## src/rtl/pea_host_sequencer.sv

```systemverilog
// pea_host_sequencer: feeds one PEA command and its data words into the core input FIFOs, then drains result/status tokens onto one response stream.
// Latency: command token written the cycle after acceptance; 2 cycles from a non-zero output-FIFO population to rsp_valid.
// Backpressure: zero free space stalls the pushes without loss; rsp_valid/rsp_data hold until rsp_ready, and no FIFO read is issued while a response is pending.
module pea_host_sequencer #(
    parameter int WORD_SIZE      = 16,
    parameter int BUFFER_SIZE    = 1024,
    parameter int TIMEOUT_CYCLES = 4096,
    localparam int L             = $clog2(BUFFER_SIZE)
) (
    input  logic                   clk,
    input  logic                   rst,
    input  logic                   req_valid,
    output logic                   req_ready,
    input  logic [WORD_SIZE-1:0]   req_cmd,
    input  logic                   din_valid,
    output logic                   din_ready,
    input  logic [WORD_SIZE-1:0]   din,
    output logic                   cmd_wr_en,
    output logic [WORD_SIZE-1:0]   cmd_out,
    input  logic [L-1:0]           cmd_free_space,
    output logic                   data_wr_en,
    output logic [WORD_SIZE-1:0]   data_out,
    input  logic [L-1:0]           data_free_space,
    output logic                   result_rd_en,
    input  logic [2*WORD_SIZE-1:0] result_in,
    input  logic [L-1:0]           result_pop,
    output logic                   status_rd_en,
    input  logic [2*WORD_SIZE-1:0] status_in,
    input  logic [L-1:0]           status_pop,
    output logic                   rsp_valid,
    input  logic                   rsp_ready,
    output logic [2*WORD_SIZE-1:0] rsp_data,
    output logic                   rsp_is_status,
    output logic                   busy
);

    localparam int WDW = $clog2(TIMEOUT_CYCLES + 1);

    localparam logic [7:0] OP_STP = 8'd1;
    localparam logic [7:0] OP_EVP = 8'd2;
    localparam logic [7:0] OP_EVB = 8'd3;

    typedef enum logic [1:0] {
        S_IDLE,
        S_PUSH_CMD,
        S_PUSH_DATA,
        S_COLLECT
    } state_t;

    state_t                 state_q, state_d;
    logic [WORD_SIZE-1:0]   cmd_q, cmd_d;
    logic [5:0]             n_data_q, n_data_d;
    logic [4:0]             n_res_q, n_res_d;
    logic                   rd_pend_q, rd_pend_d;   // a FIFO read was issued last cycle
    logic                   rd_src_q, rd_src_d;     // 1 = that read targeted the status FIFO
    logic                   rsp_valid_q, rsp_valid_d;
    logic [2*WORD_SIZE-1:0] rsp_data_q, rsp_data_d;
    logic                   rsp_is_status_q, rsp_is_status_d;
    logic [WDW-1:0]         wdog_q, wdog_d;

    assign cmd_out       = cmd_q;
    assign data_out      = din;
    assign rsp_valid     = rsp_valid_q;
    assign rsp_data      = rsp_data_q;
    assign rsp_is_status = rsp_is_status_q;
    assign busy          = (state_q != S_IDLE);

    // State and datapath registers; reset abandons any command in flight.
    always_ff @(posedge clk or negedge rst) begin
        if (!rst) begin
            state_q         <= S_IDLE;
            cmd_q           <= '0;
            n_data_q        <= '0;
            n_res_q         <= '0;
            rd_pend_q       <= 1'b0;
            rd_src_q        <= 1'b0;
            rsp_valid_q     <= 1'b0;
            rsp_data_q      <= '0;
            rsp_is_status_q <= 1'b0;
            wdog_q          <= '0;
        end else begin
            state_q         <= state_d;
            cmd_q           <= cmd_d;
            n_data_q        <= n_data_d;
            n_res_q         <= n_res_d;
            rd_pend_q       <= rd_pend_d;
            rd_src_q        <= rd_src_d;
            rsp_valid_q     <= rsp_valid_d;
            rsp_data_q      <= rsp_data_d;
            rsp_is_status_q <= rsp_is_status_d;
            wdog_q          <= wdog_d;
        end
    end

    // Next-state, FIFO strobes and response capture.
    always_comb begin
        state_d         = state_q;
        cmd_d           = cmd_q;
        n_data_d        = n_data_q;
        n_res_d         = n_res_q;
        rd_pend_d       = rd_pend_q;
        rd_src_d        = rd_src_q;
        rsp_valid_d     = rsp_valid_q;
        rsp_data_d      = rsp_data_q;
        rsp_is_status_d = rsp_is_status_q;
        wdog_d          = wdog_q;
        req_ready       = 1'b0;
        din_ready       = 1'b0;
        cmd_wr_en       = 1'b0;
        data_wr_en      = 1'b0;
        result_rd_en    = 1'b0;
        status_rd_en    = 1'b0;

        case (state_q)
            S_IDLE: begin
                req_ready = 1'b1;
                if (req_valid) begin
                    cmd_d   = req_cmd;
                    state_d = S_PUSH_CMD;
                    // Unknown opcodes carry no data and expect no results.
                    case (req_cmd[15:8])
                        OP_STP: begin
                            n_data_d = 6'(req_cmd[4:0]) + 6'd1;
                            n_res_d  = '0;
                        end
                        OP_EVP, OP_EVB: begin
                            n_data_d = 6'(req_cmd[4:0]);
                            n_res_d  = req_cmd[4:0];
                        end
                        default: begin
                            n_data_d = '0;
                            n_res_d  = '0;
                        end
                    endcase
                end
            end

            S_PUSH_CMD: begin
                if (cmd_free_space != '0) begin
                    cmd_wr_en = 1'b1;
                    if (n_data_q != '0) begin
                        state_d = S_PUSH_DATA;
                    end else begin
                        state_d = S_COLLECT;
                        wdog_d  = '0;
                    end
                end
            end

            S_PUSH_DATA: begin
                din_ready = (data_free_space != '0);
                if (din_valid && din_ready) begin
                    data_wr_en = 1'b1;
                    n_data_d   = n_data_q - 6'd1;
                    if (n_data_q == 6'd1) begin
                        state_d = S_COLLECT;
                        wdog_d  = '0;
                    end
                end
            end

            S_COLLECT: begin
                if (rd_pend_q) begin
                    // Token from last cycle's read is now on the FIFO output.
                    rd_pend_d       = 1'b0;
                    rsp_valid_d     = 1'b1;
                    rsp_data_d      = rd_src_q ? status_in : result_in;
                    rsp_is_status_d = rd_src_q;
                end else if (rsp_valid_q) begin
                    if (rsp_ready) begin
                        rsp_valid_d = 1'b0;
                        // A status (or watchdog) token closes the command; leftover results are dropped.
                        if (rsp_is_status_q) begin
                            state_d = S_IDLE;
                            n_res_d = '0;
                        end
                    end
                end else if (n_res_q != '0 && result_pop != '0) begin
                    result_rd_en = 1'b1;
                    rd_pend_d    = 1'b1;
                    rd_src_d     = 1'b0;
                    n_res_d      = n_res_q - 5'd1;
                    wdog_d       = '0;
                end else if (status_pop != '0) begin
                    status_rd_en = 1'b1;
                    rd_pend_d    = 1'b1;
                    rd_src_d     = 1'b1;
                    wdog_d       = '0;
                end else if (wdog_q == WDW'(TIMEOUT_CYCLES - 1)) begin
                    // Core went silent: synthesize an abort status token.
                    rsp_valid_d     = 1'b1;
                    rsp_data_d      = '1;
                    rsp_is_status_d = 1'b1;
                    wdog_d          = '0;
                end else begin
                    wdog_d = wdog_q + WDW'(1);
                end
            end

            default: state_d = S_IDLE;
        endcase
    end

endmodule

```

## config.mk

```make
export PLATFORM = sky130hd
export DESIGN_NAME = pea_host_sequencer
export DESIGN_NICKNAME = d
export VERILOG_FILES = /design/src/rtl/pea_host_sequencer.sv
export SDC_FILE = /design/constraint.sdc
export NUM_CORES = 1
export LEC_CHECK = 0
export BUFFER_PORTS_ARGS = -buffer_cell sky130_fd_sc_hd__buf_2
export CORE_MARGIN = 2
export CORE_UTILIZATION = 35
export CTS_CLUSTER_DIAMETER = 120
export DETAILED_ROUTE_END_ITERATION = 6
export PLACE_DENSITY_LB_ADDON = 0.08
export SYNTH_ARGS = -nofsm -noshare
export SYNTH_HDL_FRONTEND = slang
export SYNTH_SLANG_ARGS = --single-unit
```

## constraint.sdc

```tcl
create_clock -name clk -period 3.95 [get_ports clk]
set_input_delay 0.5925 -clock clk [delete_from_list [all_inputs] [get_ports clk]]
set_output_delay 0.5925 -clock clk [all_outputs]
set_load 0.005 [all_outputs]
```

== After elaboration in Yosys (flattened, before gate mapping) ==
Index checks and enable logic that the tools add are counted.
Word-level totals
  register bits after elaboration: 78
  bits in latches: 0
  bits in writable memories: 0
  ROM bits: 0
  output and inout bits: 73
  memories kept: 0
Operators by class
  add/subtract/negate cells: 4
  $mul: 0
  divide/modulo/power cells: 0
  magnitude comparators: 0
  equality and inequality tests: 24
  shift-type cells: 0
  mux-type cells: 69
  bitwise gates (word level): 2
  reduce and logical (&&, ||, !) cells: 23
Operators with widths (number)
  32-bit two-way mux: 6
  13-bit two-way mux: 9
  10-bit nonzero test: 4
  13-bit case mux with 3 select lines: 1
  5-bit two-way mux: 7
  1-bit two-way mux: 32
  2-bit != test, second input constant: 13
  6-bit case mux with 2 select lines: 2
  8-bit by 2-bit equality test with 1-bit output, second input constant: 2
  2-bit two-way mux: 8
  13-bit by 1-bit adder with 13-bit output, second input constant: 1
  13-bit by 12-bit equality test with 1-bit output, second input constant: 1
  6-bit two-way mux: 2
  5-bit case mux with 2 select lines: 1
  2-bit nonzero test: 5
  3-bit != test, second input constant: 3
  8-bit by 1-bit equality test with 1-bit output, second input constant: 1
  2-bit case mux with 4 select lines: 1
  8-bit AND reduction: 1
  7-bit AND reduction: 1
  5-bit by 1-bit adder with 6-bit output, second input constant: 1
  6-bit by 1-bit equality test with 1-bit output, second input constant: 1
  6-bit AND reduction: 1
  6-bit nonzero test: 1
  14 further kinds: 17

== Longest topological paths before layout ==
Gate-level depths: netlist of run 1.
  depth in word-level cells: 7
  depth in mapped cells: 8
  depth with buffers taken out: 7

== Worst setup path before layout of run 1 ==
No wires, ideal clock.
  path type: input to register
  start point: input port data_free_space[7]
  end point: register state_q[1]
  setup time: 0.125 ns
  arrival time: 2.115 ns
  path slack: 1.710 ns
  stages: 5
  path buffers: 0
  path through: or4_4 -> o41ai_4 -> a2bb2oi_2 -> nor2_1 -> mux2_2
On the way
  word-level cells in the longest chain between the ends: 4
Ends and longest elaborated chain
  from (decl): RTL line 23  | input logic [L-1:0] data_free_space,
  10-bit nonzero test: RTL line 151  | din_ready = (data_free_space != '0);
  1-bit logical AND: RTL line 152  | if (din_valid && din_ready) begin
  2-bit != test (no line)
  8-bit AND reduction (no line)
  to (signal assigned): RTL line 82  | state_q <= state_d;
  to (decl): RTL line 50  | state_t state_q, state_d;
No other way between the ends.
A chain may end at the register's enable or synchronous reset.

== Worst setup path in the final report of run 1 ==
  start point: register n_res_q[0]
  end point: output port result_rd_en
On the way
  word-level cells in the longest chain between the ends: 6
Ends and longest elaborated chain
  from (decl): RTL line 53  | logic [4:0] n_res_q, n_res_d;
  from (signal assigned): RTL line 85  | n_res_q <= n_res_d;
  5-bit nonzero test: RTL line 178  | end else if (n_res_q != '0 && result_pop != '0) begin
  1-bit logical AND: RTL line 178
  1-bit two-way mux: RTL line 178
  1-bit two-way mux: RTL line 169  | end else if (rsp_valid_q) begin
  1-bit two-way mux: RTL line 163  | if (rd_pend_q) begin
  1-bit two-way mux: RTL line 114  | case (state_q)
  to (decl): RTL line 24  | output logic result_rd_en,
No other way between the ends.

==> impl_metrics.toml, run 1 <==
[run_status]
status = "complete, no violations"

[floorplan]
die_area_um2 = 13800
io_pins = 214
start_util_pct = 35.8
die_w_um = 117
die_h_um = 117
num_rows = 41
core-area_um2 = 12600

[clock_network]
cts_buffer_depth = 2
cts_tree = "built"
cts_buffers = 9
cts_sinks = 78
cts_hold_buffers = 0
clk_latency_ns = 0.33
cts_setup_buffers = 0
clk_pin_slew_worst_paths_ns = 0.06
cts_root_buf = "clkbuf_16"
cts_max_level = 3
cts_resized = 0

[timing]
skew_ns = 0.00611
maxSlewHeadroom_pct = 31.9
final.setup.tns_ns = 0
hold_viol = 0
holdWs_ns = 0.398
max_freq_mhz = 346
post-route-period-util_pct = 73.1
tightest_slew_ns = 1.02
min_period_ns = 2.89
drv_slew = 0
setup_viol = 0
rsz0062_at_grt = "false"

[global_route]
antenna_found_initial = 0
grt_pass1_wl_um = 19900
grt_start_max_net_pins = 79
overflow = 0
grtUsageTotal_pct = 17.6
grt_pass1_vias = 3907

[synthesis]
syn_area_um2 = 4500
synth_edf_count = 0
synth-seq-cells = 78
ys.warnings.count = 0
synthCells = 448
yosysSeqAreaShare_pct = 43.4
yosysMostFrequentCell = "dfrtp_1"
netlist_top_cells_area = "dfrtp_1 43%, mux2i_1 7.3%, a31oi_1 4.9%"
synth_cell_types = 59
ys.flop_type = "dfrtp_1"
yosys.area.top_type_share_pct = 43.4
synth_area_leader_cell = "dfrtp_1"
synth_nets = 599
postSynth.asyncResetShare_pct = 100
synth.avg_cell_area_um2 = 10.0
synth_commonest_cells = "78 x dfrtp_1, 43 x nor2_1, 35 x a31oi_1, 33 x mux2i_1, 25 x o21ai_0"

[setup_path]
end_kind = "output pin"
worstPathArrival_ns = 2.29
path_buf_inv = 3
slowest_delay_ns = 0.55
cp-start-kind = "register"
crit_type = "reg -> out"
path_max_fanout = 9
cp_cell_sequence = "inv_1 -> ha_1 -> nor4b_2 -> a31oi_1 -> buf_4 -> and2_1 -> buf_2"
cp_slowest_cell = "a31oi_1"
worstPathRequired_ns = 3.36
crit_family = "compound AO/OA/AOI/OAI gates"

[routing]
first_iter_violations = 245
drt-met1-wl_um = 5740
dr_wl_met2_um = 5350
ant_nets = 0
routedWlPerCell_um = 15.4
firstDrtPassIters = 4
totalWireLength_um = 12000
vias = 4036
drc = 0
route.met3.wl_um = 765
vias_per_cell = 5.15
highest_layer = "met4"

[final_layout]
fin_nets = 757
fin_cells = 783
n_antenna_cell = 0
fillers = 1239
drive_gt1_share_pct = 39.8
fin_util_pct = 45.1
area_growth_pct = 25.9

[placement]
dpl.cell_count = 767
io_buffer_count = 181
gp_congestion = 0.790
dp_hpwl_um = 8690

[power]
power_mw = 3.94
powerDensity_nw_per_um2 = 695
p_leak_nw = 2.66
vdd_drop_max_mv = 0.294

[flow_run]
drv_cap = 0

[min_path]
hp-class = "in -> async"
[stage by stage]
| stage | instance area (um^2) | setup slack [ns] |
|---|---|---|
| after detailed placement | 5370 | 0.918 |
| after CTS | 5660 | 1.03 |
| after global placement | 5370 | 1.03 |
| after global routing | 5660 | 0.957 |
| final | 5660 | 1.06 |
| after floorplan | 4500 | 1.71 |
[layer usage]
layer,track usage [%],vias up
met2,27.5,150
met5,0,-
li1,-,1977
met3,4.09,18
met1,23.8,1891
met4,6.63,0
[cell families after synthesis]
logic type      share of synthesized area, %
compound gates                          18.2
buf+inv                                 8.01
mux                                     11.6
flops                                   43.4
fa+ha+maj                               2.78
simple gates                            16.0
[power by group]
part	total [mW]	internal, mW	switching, mW
clock network	0.817	0.488	0.329
registers	1.38	1.11	0.270
logic	1.74	0.801	0.940
total	3.94	2.40	1.54
[worst paths after layout]
path	from	depth (start not counted)	end	slack [ns]
worst max-delay path	n_res_q[0]$_DFFE_PN0P_	7	result_rd_en	1.06
max in group asynchronous	rst	1	rd_src_q$_DFFE_PN0P_	2.78
min in group clk	cmd_out[1]$_DFFE_PN0P_	2	cmd_out[1]$_DFFE_PN0P_	0.48
worst min register to register	cmd_out[1]$_DFFE_PN0P_	2	cmd_out[1]$_DFFE_PN0P_	0.48
worst max register to register	n_res_q[0]$_DFFE_PN0P_	7	wdog_q[5]$_DFFE_PN0P_	1.22
worst min-delay path	rst	1	rsp_data[25]$_DFFE_PN0P_	0.40
[sequential cells by signal, indices dropped and copies added (netlist names)]
signal	count
cmd_out	16
rsp_data	32
rsp_is_status	1
state_q	2
n_res_q	5
rd_src_q	1
n_data_q	6
rd_pend_q	1
wdog_q	13
rsp_valid	1
[layout by cell type (no fill, tap or decap), drive strengths merged, types with 14 or more instances in the layout]
| cell | count |
|---|---|
| nand3 | 14 |
| mux2i | 33 |
| mux2 | 17 |
| inv | 18 |
| o21ai | 25 |
| nand2 | 19 |
| buf | 187 |
| a31oi | 35 |
| dfrtp | 78 |
| nor2 | 52 |
[layout make-up]
class	instances	area, um^2	share of cell area, %
multi-input cells	313	2190	38.6
inverters	17	63.8	1.13
well taps	172	215	3.80
clock buffers	10	229	4.04
clock inverters	6	61.3	1.08
repair buffers	187	953	16.8
flip-flops and latches	78	1950	34.5
(Power assumes the default switching activity.)
==> run 2, diff against run 1 <==
- clock period: 3.95 -> 2.5 ns (I/O delays scaled with it)
==> run 2 against run 1 <==
  * The run now ends with hold timing left
  * Setup slack got worse by 0.93 ns
  * Non-clock buffer count rose by 17
  * Die area stayed put
  * Hold slack lost 0.41 ns
  * Combinational power grew 72%
  * Sequential power grew 53%
  * Total power rose by 60%
  * Largest cell class unchanged
==> impl_metrics.toml, run 2 (synthesized netlist as in run 1, its figures left out) <==
[power]
powerDensity_nw_per_um2 = 1080
power_mw = 6.30
p_leak_nw = 2.73
vdd_drop_max_mv = 0.377

[routing]
first_iter_violations = 284
highest_layer = "met4"
vias = 4134
route.met3.wl_um = 849
vias_per_cell = 5.17
routedWlPerCell_um = 15.2
ant_nets = 0
firstDrtPassIters = 4
drt-met1-wl_um = 5550
totalWireLength_um = 12200
dr_wl_met2_um = 5540
drc = 0

[clock_network]
cts_root_buf = "clkbuf_16"
cts_max_level = 3
cts_buffer_depth = 2
cts_sinks = 78
cts_tree = "built"
cts_setup_buffers = 0
cts_hold_buffers = 0
cts_buffers = 9
clk_latency_ns = 0.34
clk_pin_slew_worst_paths_ns = 0.06

[final_layout]
layout_common_cells = "180 x buf_2, 77 x dfrtp_1, 43 x nor2_1"
drive_gt1_share_pct = 41.4
final_common_cell = "buf_2"
multi_input_area_um2 = 2200
fin_nets = 774
seq_area_um2 = 1950
n_antenna_cell = 0
fin_cells = 800
largest_reg_flops = 32
fillers = 1238
area_growth_pct = 29.3

[timing]
skew_ns = 0.00587
hold_viol = 5
final.setup.tns_ns = 0
drv_slew = 0
maxSlewHeadroom_pct = 58.8
tightest_slew_ns = 0.614
setup_viol = 0
min_period_ns = 2.37
max_freq_mhz = 422
post-route-period-util_pct = 94.7
rsz0062_at_grt = "false"
holdWs_ns = -0.0127

[setup_path]
slowest_delay_ns = 0.35
end_kind = "output pin"
rrSetupSlack_ns = 0.23
cp_cell_sequence = "inv_1 -> ha_1 -> nor4b_2 -> a31oi_1 -> buf_4 -> and2_1 -> buf_2"
crit_type = "reg -> out"
rr_startpoint = "n_res_q[0]$_DFFE_PN0P_"
worst_r2r_endpoint = "rsp_data[3]$_DFFE_PN0P_"
cp-start-kind = "register"
path_max_fanout = 12
worstPathArrival_ns = 1.99
r2r_cells = 9
cp_slowest_cell = "dfrtp_1"
worstPathRequired_ns = 2.12

[run_status]
failed_checks = "hold timing"
status = "complete, but fails checks"

[floorplan]
io_pins = 214
core-area_um2 = 12600
num_rows = 41
die_w_um = 117
die_h_um = 117
die_area_um2 = 13800
start_util_pct = 35.8

[placement]
dp_hpwl_um = 9180
dpl.cell_count = 784
io_buffer_count = 181
gp_congestion = 0.821

[min_path]
hp-class = "in -> async"

[global_route]
grt_pass1_vias = 4104
overflow = 0
grt_start_max_net_pins = 43
grt_pass1_wl_um = 20500
antenna_found_initial = 0
grtUsageTotal_pct = 18.2

[flow_run]
drv_cap = 0
==> run 2: changes by cell type in the layout (fill, tap and decap cells not counted), moves of 2 or more <==
| cell | before | now |
|---|---|---|
| clkbuf_1 | 1 | 3 |
| clkinv_2 | 3 | 1 |
| buf_12 | 0 | 3 |
| buf_4 | 7 | 21 |
==> run 2: final cells by class <==
cell class,count,share of cell area (%)
multi-input cells,313,37.8
flip-flops and latches,78,33.6
repair buffers,204,19.2
clock buffers,13,4.30
well taps,172,3.70
inverters,17,1.10
clock inverters,3,0.344
==> run 2: power by group <==
| part | internal [mW] | leakage, nW | switching (mW) | total [mW] |
|---|---|---|---|---|
| sequential | 1.76 | 0.920 | 0.348 | 2.11 |
| clock | 0.698 | 0.126 | 0.505 | 1.20 |
| combinational | 1.39 | 1.69 | 1.60 | 2.99 |
| total | 3.85 | 2.73 | 2.45 | 6.30 |
==> run 2: worst max path at each step <==
stage,endpoint,startpoint
floorplan,wdog_q[5]$_DFFE_PN0P_,n_data_q[0]$_DFFE_PN0P_
global placement,wdog_q[5]$_DFFE_PN0P_,result_pop[5]
detailed placement,rsp_data[3]$_DFFE_PN0P_,result_pop[5]
CTS,result_rd_en,n_res_q[0]$_DFFE_PN0P_
global route,status_rd_en,state_q[0]$_DFFE_PN0P_
finish,result_rd_en,n_res_q[0]$_DFFE_PN0P_
==> run 2: worst max-delay path, delay by kind of cell, from the launching register on <==
kind | cells | cell delay (ns)
buffers and inverters | 3 | 0.45
AND/OR/NAND/NOR | 2 | 0.34
flip-flops | 1 | 0.35
adder cells (fa/ha/maj) | 1 | 0.24
AO/OA/AOI/OAI | 1 | 0.27
==> run 2: routing by layer <==
| layer | up-vias | global-route usage, % |
|---|---|---|
| met3 | 19 | 4.13 |
| met5 | - | 0 |
| met2 | 161 | 28.7 |
| li1 | 2012 | - |
| met4 | 0 | 7.38 |
| met1 | 1942 | 24.2 |
==> run 2: repair_timing <==
| action | 4_1_cts | 5_1_grt |
|---|---|---|
| hold endpoints to repair | 0 | 0 |
| setup endpoints to repair | 0 | 2 |
| gates resized for setup | 0 | 2 |
==> run 2: stage by stage <==
stage	area, um^2	util [%]	setup WS, ns
after global routing	5820	46.3	0.000865
after detailed placement	5540	44.1	0.117
after global placement	5540	44.1	0.104
final	5820	46.3	0.132
after floorplan	4500	-	0.347
after CTS	5810	46.2	0.102
==> run 3, diff against run 2 <==
- CORE_UTILIZATION: 35 -> 43
- TNS_END_PERCENT: not set -> 20
==> run 3 against run 2 <==
  * Critical path type unchanged
  * Critical endpoint unchanged
  * Sequential power about the same
  * Total power is 3.6% lower
  * Largest cell class unchanged
  * The flow now finishes without violations
  * Largest power group unchanged
  * Fmax increased by 0.78%
  * Highest routed layer unchanged
==> impl_metrics.toml, run 3 (synthesized netlist as in run 1, its figures left out) <==
[timing]
skew_ns = 0.0121
hold_viol = 0
rsz0062_at_grt = "false"
maxSlewHeadroom_pct = 57.0
final.setup.tns_ns = 0
tightest_slew_ns = 0.639
drv_slew = 0
setup_viol = 0
post-route-period-util_pct = 94.0
min_period_ns = 2.35
max_freq_mhz = 426

[routing]
vias = 4117
firstDrtPassIters = 4
routedWlPerCell_um = 15.5
first_iter_violations = 128
ant_nets = 0
vias_per_cell = 5.42
totalWireLength_um = 11800
drc = 0

[setup_path]
end_kind = "output pin"
worstPathRequired_ns = 2.12
worst_r2r_endpoint = "rsp_data[10]$_DFFE_PN0P_"
crit_type = "reg -> out"
worstPathArrival_ns = 1.98
path_max_fanout = 11
r2r_cells = 7
rr_startpoint = "wdog_q[0]$_DFFE_PN0P_"
rrSetupSlack_ns = 0.18
cp-start-kind = "register"

[clock_network]
cts_root_buf = "clkbuf_8"
clk_latency_ns = 0.35
cts_hold_buffers = 0
cts_buffer_depth = 2
clk_pin_slew_worst_paths_ns = 0.08
cts_max_level = 3
cts_setup_buffers = 0
cts_tree = "built"
cts_sinks = 78
cts_buffers = 9

[final_layout]
largest_reg_flops = 32
fin_nets = 770
layout_common_cells = "180 x buf_2, 77 x dfrtp_1, 43 x nor2_1"
drive_gt1_share_pct = 41.5
final_common_cell = "buf_2"
seq_area_um2 = 1950
multi_input_area_um2 = 2200
fillers = 929
fin_area_um2 = 5680
area_growth_pct = 26.3
n_antenna_cell = 0

[global_route]
grt_pass1_wl_um = 19200
grt_pass1_vias = 4042
overflow = 0
grt_start_max_net_pins = 47
grtUsageTotal_pct = 20.9
antenna_found_initial = 0

[power]
vdd_drop_max_mv = 0.591
pwr-share-clk_pct = 15.7
powerDensity_nw_per_um2 = 1070
net-switching-power_mw = 2.45
p_seq_share_pct = 34.2
swShare_pct = 40.3
power.internal_mw = 3.63
p_leak_nw = 2.68
p_comb_share_pct = 50.1

[floorplan]
die_w_um = 106
die_area_um2 = 11300
die_h_um = 106
io_pins = 214
core-area_um2 = 10200
start_util_pct = 44.0
num_rows = 37

[placement]
gp_congestion = 0.781
io_buffer_count = 181
post_dp_cell_area_um2 = 5460
dp_hpwl_um = 8950

[flow_run]
drv_cap = 0

[min_path]
hp-class = "in -> async"

[run_status]
status = "complete, no violations"
==> run 3: cell types whose count changed in the layout (fill, tap and decap cells not counted) <==
cell	delta
clkbuf_16	-9
clkbuf_8	+8
buf_4	-5
clkbuf_1	-2
clkinv_4	+2
a31oi_1	-1
a31oi_2	+1
buf_6	+1
bufinv_16	+1
clkinv_2	-1
inv_6	+1
==> run 3: what timing repair did <==
item                       4_1_cts  5_1_grt
setup endpoints to repair        1        7
hold endpoints to repair         0        0
gates resized for setup          1        3
==> run 3: routing by layer <==
layer	track usage [%]	part of all wire [%]
met2	34.7	48
met1	27.2	44
met4	7.33	1.6
met5	0	0
met3	3.92	6.4
==> run 3: worst max-delay path: stages, from the launching register on <==
cell	delay [ns]
dfrtp_1	0.38
inv_1	0.11
ha_1	0.22
nor4b_2	0.31
a31oi_2	0.13
buf_6	0.21
and2_1	0.14
buf_2	0.13
==> run 3: layout make-up <==
class	instances	area share [%]
inverters	17	1.12
clock buffers	10	2.25
flip-flops and latches	78	34.4
clock inverters	6	1.25
multi-input cells	313	38.8
repair buffers	200	19.2
well taps	136	2.99
==> run 3: through the flow <==
| stage | hold WS, ns | power [mW] | utilization, % | worst slack [ns] | instances |
|---|---|---|---|---|---|
| after global placement | 0.439 | 5.05 | 53.4 | 0.168 | 744 |
| after global routing | 0.0740 | 6.58 | 55.5 | 0.0226 | 760 |
| after floorplan | 0.0794 | 4.06 | - | 0.347 | 448 |
| final | 0.0419 | 6.07 | 55.5 | 0.150 | 760 |
| after detailed placement | 0.433 | 5.15 | 53.4 | 0.113 | 744 |
| after CTS | 0.0519 | 6.12 | 55.4 | 0.113 | 760 |
==> run 3: worst max path at each step <==
stage,cells after the start,to,from
floorplan,8,wdog_q[5]$_DFFE_PN0P_,n_data_q[0]$_DFFE_PN0P_
global route,7,result_rd_en,n_res_q[0]$_DFFE_PN0P_
finish,7,result_rd_en,n_res_q[0]$_DFFE_PN0P_
global placement,8,rsp_data[14]$_DFFE_PN0P_,status_pop[5]
CTS,7,result_rd_en,n_res_q[0]$_DFFE_PN0P_
detailed placement,8,rsp_data[15]$_DFFE_PN0P_,status_pop[5]
==> run 3: power by group through the flow <==
| stage | registers [mW] | logic [mW] | clock network (mW) |
|---|---|---|---|
| final | 2.08 | 3.04 | 0.956 |
| after global routing | 2.15 | 3.39 | 1.04 |
| after CTS | 2.08 | 3.06 | 0.983 |
| after detailed placement | 2.10 | 3.05 | 0 |
| after global placement | 2.08 | 2.96 | 0 |
| after floorplan | 2.08 | 1.98 | 0 |
